[config.mk]
export PLATFORM = sky130hd
export DESIGN_NAME = gshare_pht
export DESIGN_NICKNAME = d
export VERILOG_FILES = /design/src/rtl/gshare_pht.sv
export SDC_FILE = /design/constraint.sdc
export NUM_CORES = 1
export LEC_CHECK = 0
export ABC_CLOCK_PERIOD_IN_PS = 6100
export CAP_MARGIN = 20
export CORE_MARGIN = 2
export CORE_UTILIZATION = 64
export CTS_CLUSTER_DIAMETER = 40
export DETAILED_ROUTE_END_ITERATION = 7
export DONT_BUFFER_PORTS = 1
export GPL_TIMING_DRIVEN = 0
export MAX_ROUTING_LAYER = met4
export PLACE_DENSITY = 0.89
export SLEW_MARGIN = 30
export SYNTH_ARGS = -nofsm -noshare
export SYNTH_HDL_FRONTEND = slang
export SYNTH_SLANG_ARGS = --single-unit
[constraint.sdc]
create_clock -name clk -period 6.1 [get_ports clk]
set_input_delay 1.22 -clock clk [delete_from_list [all_inputs] [get_ports clk]]
set_output_delay 1.22 -clock clk [all_outputs]
set_load 0.02 [all_outputs]
[src/rtl/gshare_pht.sv]
// Gshare pattern history table of 2-bit saturating counters.
// Registered lookup, single-cycle train, init sweep after reset.
module gshare_pht #(
   parameter int GHR_WIDTH  = 5,
   parameter int ADDR_WIDTH = 6
) (
   input  logic                  clk,
   input  logic                  rst,
   output logic                  ready,
   input  logic                  lookup_en,
   input  logic [31:0]           lookup_pc,
   input  logic [GHR_WIDTH-1:0]  ghr_in,
   output logic                  pred_valid,
   output logic                  pred_taken,
   output logic [ADDR_WIDTH-1:0] pred_index,
   input  logic                  update_en,
   input  logic [ADDR_WIDTH-1:0] update_index,
   input  logic                  update_taken
);

   localparam int DEPTH = 2 ** ADDR_WIDTH;

   typedef enum logic {
      INIT,
      RUN
   } state_t;

   state_t                state_q;
   state_t                state_d;
   logic [ADDR_WIDTH-1:0] ptr_q;
   logic [1:0]            pht [DEPTH];
   logic [ADDR_WIDTH-1:0] hist;
   logic [ADDR_WIDTH-1:0] idx;
   logic [1:0]            upd_cur;
   logic [1:0]            upd_nxt;
   logic                  rd_taken;
   logic                  run;
   logic                  unused_pc;

   generate
      if (GHR_WIDTH < ADDR_WIDTH) begin : g_ext
         assign hist = {{(ADDR_WIDTH-GHR_WIDTH){1'b0}}, ghr_in};
      end else begin : g_trunc
         assign hist = ghr_in[ADDR_WIDTH-1:0];
         if (GHR_WIDTH > ADDR_WIDTH) begin : g_drop
            logic unused_hist;
            assign unused_hist = ^ghr_in[GHR_WIDTH-1:ADDR_WIDTH];
         end
      end
   endgenerate

   assign unused_pc = ^{lookup_pc[31:ADDR_WIDTH+2], lookup_pc[1:0]};
   assign idx       = lookup_pc[ADDR_WIDTH+1:2] ^ hist;
   assign run       = (state_q == RUN);
   assign ready     = run;
   assign upd_cur   = pht[update_index];

   // Saturating train value for the entry being updated
   always_comb begin
      upd_nxt = upd_cur;
      if (update_taken) begin
         if (upd_cur != 2'd3) upd_nxt = upd_cur + 2'd1;
      end else begin
         if (upd_cur != 2'd0) upd_nxt = upd_cur - 2'd1;
      end
   end

   // Read with write-first bypass when the update hits the looked-up entry
   always_comb begin
      rd_taken = pht[idx][1];
      if (update_en && update_index == idx) rd_taken = upd_nxt[1];
   end

   // Next state: leave INIT once the last entry is written
   always_comb begin
      state_d = state_q;
      unique case (state_q)
         INIT: if (ptr_q == '1) state_d = RUN;
         RUN:  state_d = RUN;
         default: state_d = INIT;
      endcase
   end

   // State register and sweep pointer
   always_ff @(posedge clk) begin
      if (rst) begin
         state_q <= INIT;
         ptr_q   <= '0;
      end else begin
         state_q <= state_d;
         if (state_q == INIT) ptr_q <= ptr_q + 1'b1;
      end
   end

   // Table writes: sweep in INIT, training in RUN
   always_ff @(posedge clk) begin
      if (!rst) begin
         if (state_q == INIT) begin
            pht[ptr_q] <= 2'b01;
         end else if (update_en) begin
            pht[update_index] <= upd_nxt;
         end
      end
   end

   // Registered prediction; taken/index hold when no lookup is accepted
   always_ff @(posedge clk) begin
      if (rst) begin
         pred_valid <= 1'b0;
         pred_taken <= 1'b0;
         pred_index <= '0;
      end else begin
         pred_valid <= run & lookup_en;
         if (run && lookup_en) begin
            pred_index <= idx;
            pred_taken <= rd_taken;
         end
      end
   end

endmodule

After elaboration in Yosys (flattened, before gate mapping)
Memories as Yosys holds them, arrays and structs flattened.
Cells that the tools add are included.

cells by class
  add/subtract/negate cells = 3
  multipliers = 0
  divide/modulo/power cells = 0
  magnitude comparators = 0
  equal/unequal tests = 3
  shift operators = 0
  muxes and demuxes = 16
  bitwise operators = 3
  reduce and logical (&&, ||, !) cells = 4

operator list
  kind                                              number
  2-to-1 mux 1 bit                                  10
  2-to-1 mux 2 bit                                  4
  adder 6 x 1 -> 6 bit, second input constant       1
  == test 6 bit                                     1
  == test 6 bit, second input constant              1
  2-to-1 mux 6 bit                                  1
  bitwise XOR 6 x 5 -> 6 bit                        1
  adder 2 x 1 -> 2 bit, second input constant       1
  logical AND 1 bit                                 2
  != test 2 bit, second input constant              1
  case mux 1 bit (2 select lines)                   1
  nonzero test 2 bit                                1
  OR reduction 2 bit                                1
  subtractor 2 x 1 -> 2 bit, second input constant  1
  AND 1 bit                                         1
  inverter 1 bit                                    1

storage, ports and cells
  register bits after elaboration = 15
  bits in latches = 0
  bits in writable memories = 128
  ROM bits = 0
  bits of input ports = 48
  output and inout bits = 9
  logic and storage cells = 35
  memories kept = 1

memories
  name  depth  width  rd ports  clocked after memory_dff  write ports  line  source
  pht   64     2      2         0                         1            31    logic [1:0] pht [DEPTH];

Longest topological paths before layout
Gate-level depths: netlist (run 1).

  depth after elaboration = 6
  gate-level depth with buffers = 10
  mapped depth without buffers = 7

Least setup slack after synthesis (run 1)
OpenSTA, ideal clock, no wires.

  path type = input to register
  start = input update_index[0]
  end = memory pht[0][0] (data pin)
  library setup time = 518 ps
  arrival time = 4388 ps
  required time = 5582 ps
  setup slack = 1194 ps
  cell stages on the path = 9
  buffers on the path = 3
  path through = buf_4 buf_6 buf_6 mux4_2 o211ai_1 nand3_1 a21oi_1 a21oi_1 o21ai_1

between the ends
  cells in the longest elaborated chain, start to end = 5
  elaborated cells on any way between the ends = 9
  classes of those cells = add/sub: 2; eq/ne: 1; mux: 4; reduce/logical: 1; memory: 1

RTL lines
  item                                               line    source
  start, declared                                    17      input logic [ADDR_WIDTH-1:0] update_index,
  memory (64 x 2 bit) (*)                            -
  subtractor 2 x 1 -> 2 bit (tied with other cells)  64      if (upd_cur != 2'd0) upd_nxt = upd_cur - 2'd1;
  2-to-1 mux 2 bit, on equally long branches         64, 62
  2-to-1 mux 2 bit (*)                               61      if (update_taken) begin
  2-to-1 mux 2 bit (no source line) (*)              -
  end, declared                                      31

Mark *: on every way between the ends. The rest lies on a longest branch, timed or not.

Final worst setup path (run 1)
  start = input update_index[1]
  end = memory pht[50][1] (data pin)

The elaborated chain is that of the path after synthesis.

==> summary.txt, run 1 <==
Placed design
  – Dpl ws: 1940 ps
  – I/O Buffers: 0
  – HPWL Detailed: approximately 11000 microns
  – GP Congestion: between 0.9 and 1

Critical path
  – Setup crit end kind: flip-flop
  – Crit Path Class: input pin to flip-flop
  – Max FO, Critical Path: 30
  – R2R Path Start: ready
  – CP arrival: 4100 ps
  – Data required, critical path: roughly 6500 ps
  – Worst setup path startpoint: update_index[1]
  – CP startpoint kind: input pin

STA
  – Final hold violations: 0
  – Final Critical Period: between 3000 and 4000 ps
  – Fmax: 269 MHz
  – Clock Skews: ~10 ps
  – Final Setup Violations: 0
  – Slew margin rel.: 0.397
  – Tightest Pin Transition: 898 ps
  – Final TNS setup: 0 ps
  – Final setup margin: about 2400 ps
  – Period utilization: 0.609
  – Final slew viol count: 0
  – RSZ-0062 raised after global routing: false

Status
  – Status: completed

Global route
  – Initial antenna violation count: 0
  – First-pass GRT wire length: 25800 microns
  – Pin count of the biggest net entering global routing: 31
  – GR Util All Layers: 0.328
  – Total congestion overflow: 0
  – Vias in the first global route: 4519

Floorplan
  – Core region area: around 10000 sq um
  – Die W: ~110 microns
  – I/O Pins: 57
  – Die area: around 12000 sq um
  – Starting Density: 0.662
  – Row count: 37
  – Chip Height: 108 microns

Logic synthesis
  – Post-synthesis async set-or-reset flop share: 0
  – Post-Syn Instances: 472
  – Seq/Total Area, Yosys: 0.604
  – Yosys top cell by area: edfxtp_1
  – Synth area leaders: edfxtp_1 (56%), mux4_2 (11%), nor2_1 (5.1%), mux4_1 (5.0%), dfxtp_1 (4.4%)
  – Top_reg_cell synth: edfxtp_1
  – Post-Syn Area: ~7000 sq um
  – Post-synth EDFFs: about 130
  – Syn_nets: around 520
  – Yosys cell types: 54
  – Mean post-synth cell area: 14.5 sq um
  – Yosys top cell area share: 0.560
  – Synth warn: 0
  – #FFs+latches synth: 143

Routing
  – Initial DRC count: around 570
  – Routed wire length: between 15000 and 20000 microns
  – WL/cell: roughly 27 microns
  – Vias after detailed routing: between 4k and 5k
  – Number of iterations in the first detailed-routing pass: 6
  – Via/cell ratio: 6.91
  – DRC violations left: 0
  – Final ANT Viol Nets: 0

Pwr
  – Leakage power: between 2 and 3 nW
  – PwrDens: between 200 and 300 nW/um^2
  – Max IR drop VDD: approximately 0.26 mV

Cells and area
  – Synth-to-Final Area Change: 13.2%
  – Post-layout net count: ~540
  – Core Util, Final: 0.749
  – Layout cells sized above 1: 0.179
  – Fillers: 620
  – Antenna cells: 0

CTS
  – CTS Root Buffer Type: clkbuf_8
  – CTS Sinks: about 140
  – Worst-path clk slew: approximately 60 ps
  – H-Tree Depth: 4
  – CTS resizes: 0
  – Longest Clk Path Bufs: 2
  – Setup Fix Bufs, Post-CTS: 0
  – Hold_buf cts: 0
  – Clock Latency Late Sink: roughly 540 ps
  – CTS tree: yes
  – CTS Buf Count: 17

Worst hold path
  – HP Start: ptr_q[0]
  – Worst hold path type: flip-flop to flip-flop

Run
  – Number of max-cap violations: 0
## final timing paths
check | end | slack [ps] | depth (start not counted)
worst min-delay path | ptr_q[0] | 570 | 2
worst min register to register | ptr_q[0] | 570 | 2
worst max register to register | pht[15][0] | 3260 | 5
worst max-delay path | pht[50][1] | 2380 | 9
## sequential cells by signal, indices dropped and copies added (netlist names)
name / cells
pht: 128
pred_taken: 1
pred_valid: 1
ready: 1
pred_index: 6
ptr_q: 6
## cell families (layout without fill, tap and decap cells)
group                      count (synthesis)  after routing  synth area share
and+or+nand+nor                          172            172             0.107
DFF                                      143            143             0.604
muxes                                     63             63             0.182
AOI/OAI and AO/OA                         49             49            0.0496
buffers and inverters                     27             63            0.0215
xor gates and xnor gates                  16             16            0.0330
adders and majority gates                  2              2           0.00346
## critical path, stage by stage
cell      delay, ps
buf_2           240
clkbuf_1        660
mux4_2          360
mux2i_1         130
a221oi_1        360
a21oi_1         130
maj3_2          360
nor2_4          390
buf_16          230
## cells in the final DEF (no fill, tap or decap), types with 3 or more instances in the layout
| master | instances |
|---|---|
| mux2i_1 | 15 |
| nor3_1 | 9 |
| nor2b_1 | 6 |
| edfxtp_1 | 128 |
| nand3_1 | 12 |
| or3_1 | 3 |
| o21ai_1 | 3 |
| mux4_1 | 13 |
| clkinv_4 | 3 |
| inv_1 | 3 |
| xnor2_1 | 3 |
| nand2b_1 | 4 |
| o21ai_0 | 7 |
| a21oi_1 | 5 |
| nand2_1 | 35 |
| o31ai_1 | 3 |
| buf_16 | 3 |
| buf_6 | 4 |
| a221oi_1 | 3 |
| clkbuf_8 | 4 |
| dfxtp_1 | 15 |
| mux2_2 | 3 |
| o21a_1 | 3 |
| clkbuf_1 | 13 |
| a31oi_1 | 4 |
| nor2_1 | 92 |
| a211oi_1 | 3 |
| buf_2 | 4 |
| xnor3_1 | 3 |
| o211ai_1 | 3 |
| o22ai_1 | 4 |
| xor2_1 | 7 |
| clkbuf_16 | 19 |
| mux4_2 | 32 |
## routing by layer
layer  routed length, microns  vias up  track usage
li1                         -     1886            -
met1                     6480     2197        0.424
met2                     8170      322        0.491
met3                     1920       47        0.110
met4                      533        0        0.123
met5                        0        -            -
## Yosys cell counts (4+ instances only)
cell type  instances
a31oi_1            4
o21ai_0            7
edfxtp_1         128
nor3_1             9
dfxtp_1           15
o22ai_1            4
nor2_1            93
mux4_2            32
nand3_1           12
a21oi_1            5
buf_2              4
nand2_1           35
xor2_1             7
clkbuf_1          13
nor2b_1            6
buf_6              4
mux2i_1           15
nand2b_1           4
o21ai_1            4
mux4_1            13
## per-stage QoR
| step | power (mW) | cells | hold slack [ps] | cell area [sq um] |
|---|---|---|---|---|
| floorplan | 1.19 | 472 | 512 | 6860 |
| global placement | 1.22 | 608 | 536 | 7030 |
| detailed placement | 1.22 | 612 | 555 | 7150 |
| CTS | 2.27 | 644 | 566 | 7770 |
| global route | 2.32 | 644 | 606 | 7770 |
| finish | 2.27 | 644 | 573 | 7770 |
## area by class of cell
type / count / area [sq um] / share of cell area
clock inverters: 9 / 90.1 / 0.0116
well taps: 136 / 170 / 0.0219
clock buffers: 23 / 531 / 0.0683
inverters: 3 / 11.3 / 0.00145
flip-flops and latches: 143 / 4140 / 0.533
repair buffers: 4 / 97.6 / 0.0126
plain buffers: 24 / 136 / 0.0176
multi-input cells: 302 / 2590 / 0.333
## where the power goes
part	leakage, nW	switching (mW)	internal (mW)	total, mW
registers	1.51	0.00339	1.05	1.06
logic	0.989	0.0885	0.0632	0.152
clock network	0.311	0.406	0.651	1.06
total	2.81	0.498	1.77	2.27
(Power assumes the default switching activity.)
==> run 2, diff against run 1 <==
Settings changed: ABC_CLOCK_PERIOD_IN_PS 6100 to 3800.
Clock period 6.1 ns to 3.8 ns, I/O delays scaled along.
==> summary.txt, run 2 (synthesis results as in run 1) <==
Status
  – Status: completed

Routing
  – DR WL met3: 2070 microns (+7.8%)
  – Via/cell ratio: 7.19 (+4.0%)
  – WL/cell: 27.4 microns (+3.3%)
  – Routed wire length: 17700 microns (+3.3%)
  – WL met2: 8240 microns (+0.93%)
  – Metal1 wirelength: 6460 microns (-0.31%)
  – Final ANT Viol Nets: 0 (unchanged)
  – DRC violations left: 0 (unchanged)
  – Initial DRC count: 724 (+28%)
  – Vias after detailed routing: 4628 (+4.0%)
  – Highest routed metal layer: met4
  – Number of iterations in the first detailed-routing pass: 7 (+1)

Cells and area
  – Biggest register: pht
  – Post-layout net count: 544 (unchanged)
  – Synth-to-Final Area Change: 13.5%
  – Most common cell after layout, fill and taps aside: edfxtp_1
  – Fillers: 592 (-4.5%)
  – Antenna cells: 0 (unchanged)
  – Max FFs per register: 128 (unchanged)
  – Most frequent cells in the layout: edfxtp_1 (128), nor2_1 (92), nand2_1 (35)
  – Layout cells sized above 1: 0.173 (-0.00591)
  – Multi-input gate area: 2590 sq um (unchanged)
  – Largest regs: pht: 128 flops, pred_index: 6 flops, ptr_q: 6 flops
  – FF+latch area: 4140 sq um (unchanged)

STA
  – Final TNS setup: 0 ps (unchanged)
  – Tightest Pin Transition: 902 ps (+4.16 ps)
  – RSZ-0062 raised after global routing: false
  – Fmax: 285 MHz
  – Final hold violations: 0 (unchanged)
  – Final setup margin: 288 ps (-2090 ps)
  – Final slew viol count: 0 (unchanged)
  – Period utilization: 0.924
  – Final Critical Period: roughly 3500 ps
  – Final Setup Violations: 0 (unchanged)
  – Clock Skews: 9.02 ps (-1.02 ps)
  – Slew margin rel.: 0.399 (+0.00153)

CTS
  – Hold_buf cts: 0 (unchanged)
  – H-Tree Depth: 4 (unchanged)
  – Longest Clk Path Bufs: 2 (unchanged)
  – Clock Latency Late Sink: 530 ps (about the same)
  – Setup Fix Bufs, Post-CTS: 0 (unchanged)
  – CTS resizes: 0 (unchanged)
  – Worst-path clk slew: 60 ps (about the same)
  – CTS Root Buffer Type: clkbuf_8
  – CTS Sinks: 143 (unchanged)
  – CTS Buf Count: 17 (unchanged)
  – CTS tree: yes

Critical path
  – R2R setup slack: 920 ps (-2340 ps)
  – Data required, critical path: 4170 ps (-2310 ps)
  – Crit Path Class: input pin to flip-flop
  – Max FO, Critical Path: 32 (+6.7%)
  – R2R Path Start: ready
  – Setup crit end kind: flip-flop
  – RR Endpoint: pht[8][0]
  – Worst R2R Path Depth: 5 (unchanged)
  – CP arrival: 3880 ps (-220 ps)
  – CP startpoint kind: input pin

Global route
  – Initial antenna violation count: 0 (unchanged)
  – Vias in the first global route: 4587 (+1.5%)
  – First-pass GRT wire length: 26700 microns (+3.3%)
  – Total congestion overflow: 0 (unchanged)
  – GR Util All Layers: 0.336 (+0.00773)
  – Pin count of the biggest net entering global routing: 33 (+6.5%)

Floorplan
  – Core region area: 10400 sq um (unchanged)
  – I/O Pins: 57 (unchanged)
  – Starting Density: 0.662 (unchanged)
  – Die area: 11600 sq um (unchanged)
  – Die W: 108 microns (unchanged)
  – Chip Height: 108 microns (unchanged)
  – Row count: 37 (unchanged)

Run
  – Number of max-cap violations: 0 (unchanged)

Pwr
  – Switching pwr: 0.783 mW (+57%)
  – PwrDens: 481 nW/um^2 (+65%)
  – Switch share: 0.209 (-0.0106)
  – Pwr Total: 3.75 mW (+65%)
  – Leakage power: 2.81 nW (about the same)
  – Combinational share of power: 0.066 (about the same)
  – Clock network power share: 0.481 (+0.015)
  – Power Internal: 2.96 mW (+67%)
  – Flop pwr share: 0.454 (-0.013)
  – Max IR drop VDD: 0.298 mV (+15%)

Worst hold path
  – HP Start: lookup_pc[7]
  – Hold Path Depth: 2 (unchanged)
  – Hold path endpoint: pred_index[5]
  – Worst hold path type: input pin to flip-flop

Placed design
  – GP Congestion: 0.956 (-1.8%)
  – Dpl ws: -134 ps (-2070 ps)
  – I/O Buffers: 0 (unchanged)
  – HPWL Detailed: 11400 microns (-0.27%)
==> run 2: cell count changes in the layout (fill, tap and decap cells not counted) <==
cell and change:
clkbuf_16 -3, clkbuf_1 +3, inv_6 -2, clkinvlp_4 +1, inv_4 -1, clkbuf_8 -1, clkinv_4 -1, bufinv_16 +4
==> run 2: worst max-delay path, stage by stage <==
cell	delay [ps]
buf_2	240
clkbuf_1	720
mux4_2	370
mux2i_1	110
a211oi_1	360
a21oi_1	170
maj3_2	380
nor2_4	340
buf_8	230
buf_16	190
==> run 2: final cells by class <==
cell class / count / share of cell area
Buffer: 24 / 0.0175
Inverter: 3 / 0.00145
Tap cell: 136 / 0.0219
Clock buffer: 22 / 0.0582
Timing Repair Buffer: 4 / 0.0125
Multi-Input combinational cell: 302 / 0.332
Sequential cell: 143 / 0.532
Clock inverter: 10 / 0.0238
==> run 2: power groups by stage <==
stage / Sequential (mW) / Combinational [mW] / Clock, mW
floorplan: 1.73 / 0.176 / 0
global placement: 1.73 / 0.230 / 0
detailed placement: 1.73 / 0.236 / 0
CTS: 1.70 / 0.240 / 1.80
global route: 1.70 / 0.258 / 1.87
finish: 1.70 / 0.247 / 1.80
==> run 2: how the worst max path moves through the flow <==
stage | from | end | slack [ps] | cells after the start
after floorplan | update_index[0] | pht[0][1] | 80 | 10
after global placement | update_index[1] | pht[55][1] | -1230 | 8
after detailed placement | update_index[1] | pht[10][1] | -130 | 10
after CTS | update_index[1] | pht[52][1] | 380 | 10
after global routing | update_index[1] | pht[12][1] | 210 | 10
final | update_index[1] | pht[12][1] | 290 | 10
==> run 2: stage by stage <==
step,std cells,cell area [sq um],util,hold WS (ps)
after global placement,608,7040,0.679,537
after CTS,644,7790,0.751,404
after floorplan,472,6870,-,512
after detailed placement,612,7150,0.689,561
after global routing,644,7790,0.751,409
final,644,7790,0.751,425
==> run 2: metal layers <==
layer | track usage | vias up
met5 | - | -
met4 | 0.170 | 0
met3 | 0.0884 | 92
met2 | 0.487 | 403
li1 | - | 1879
met1 | 0.444 | 2254
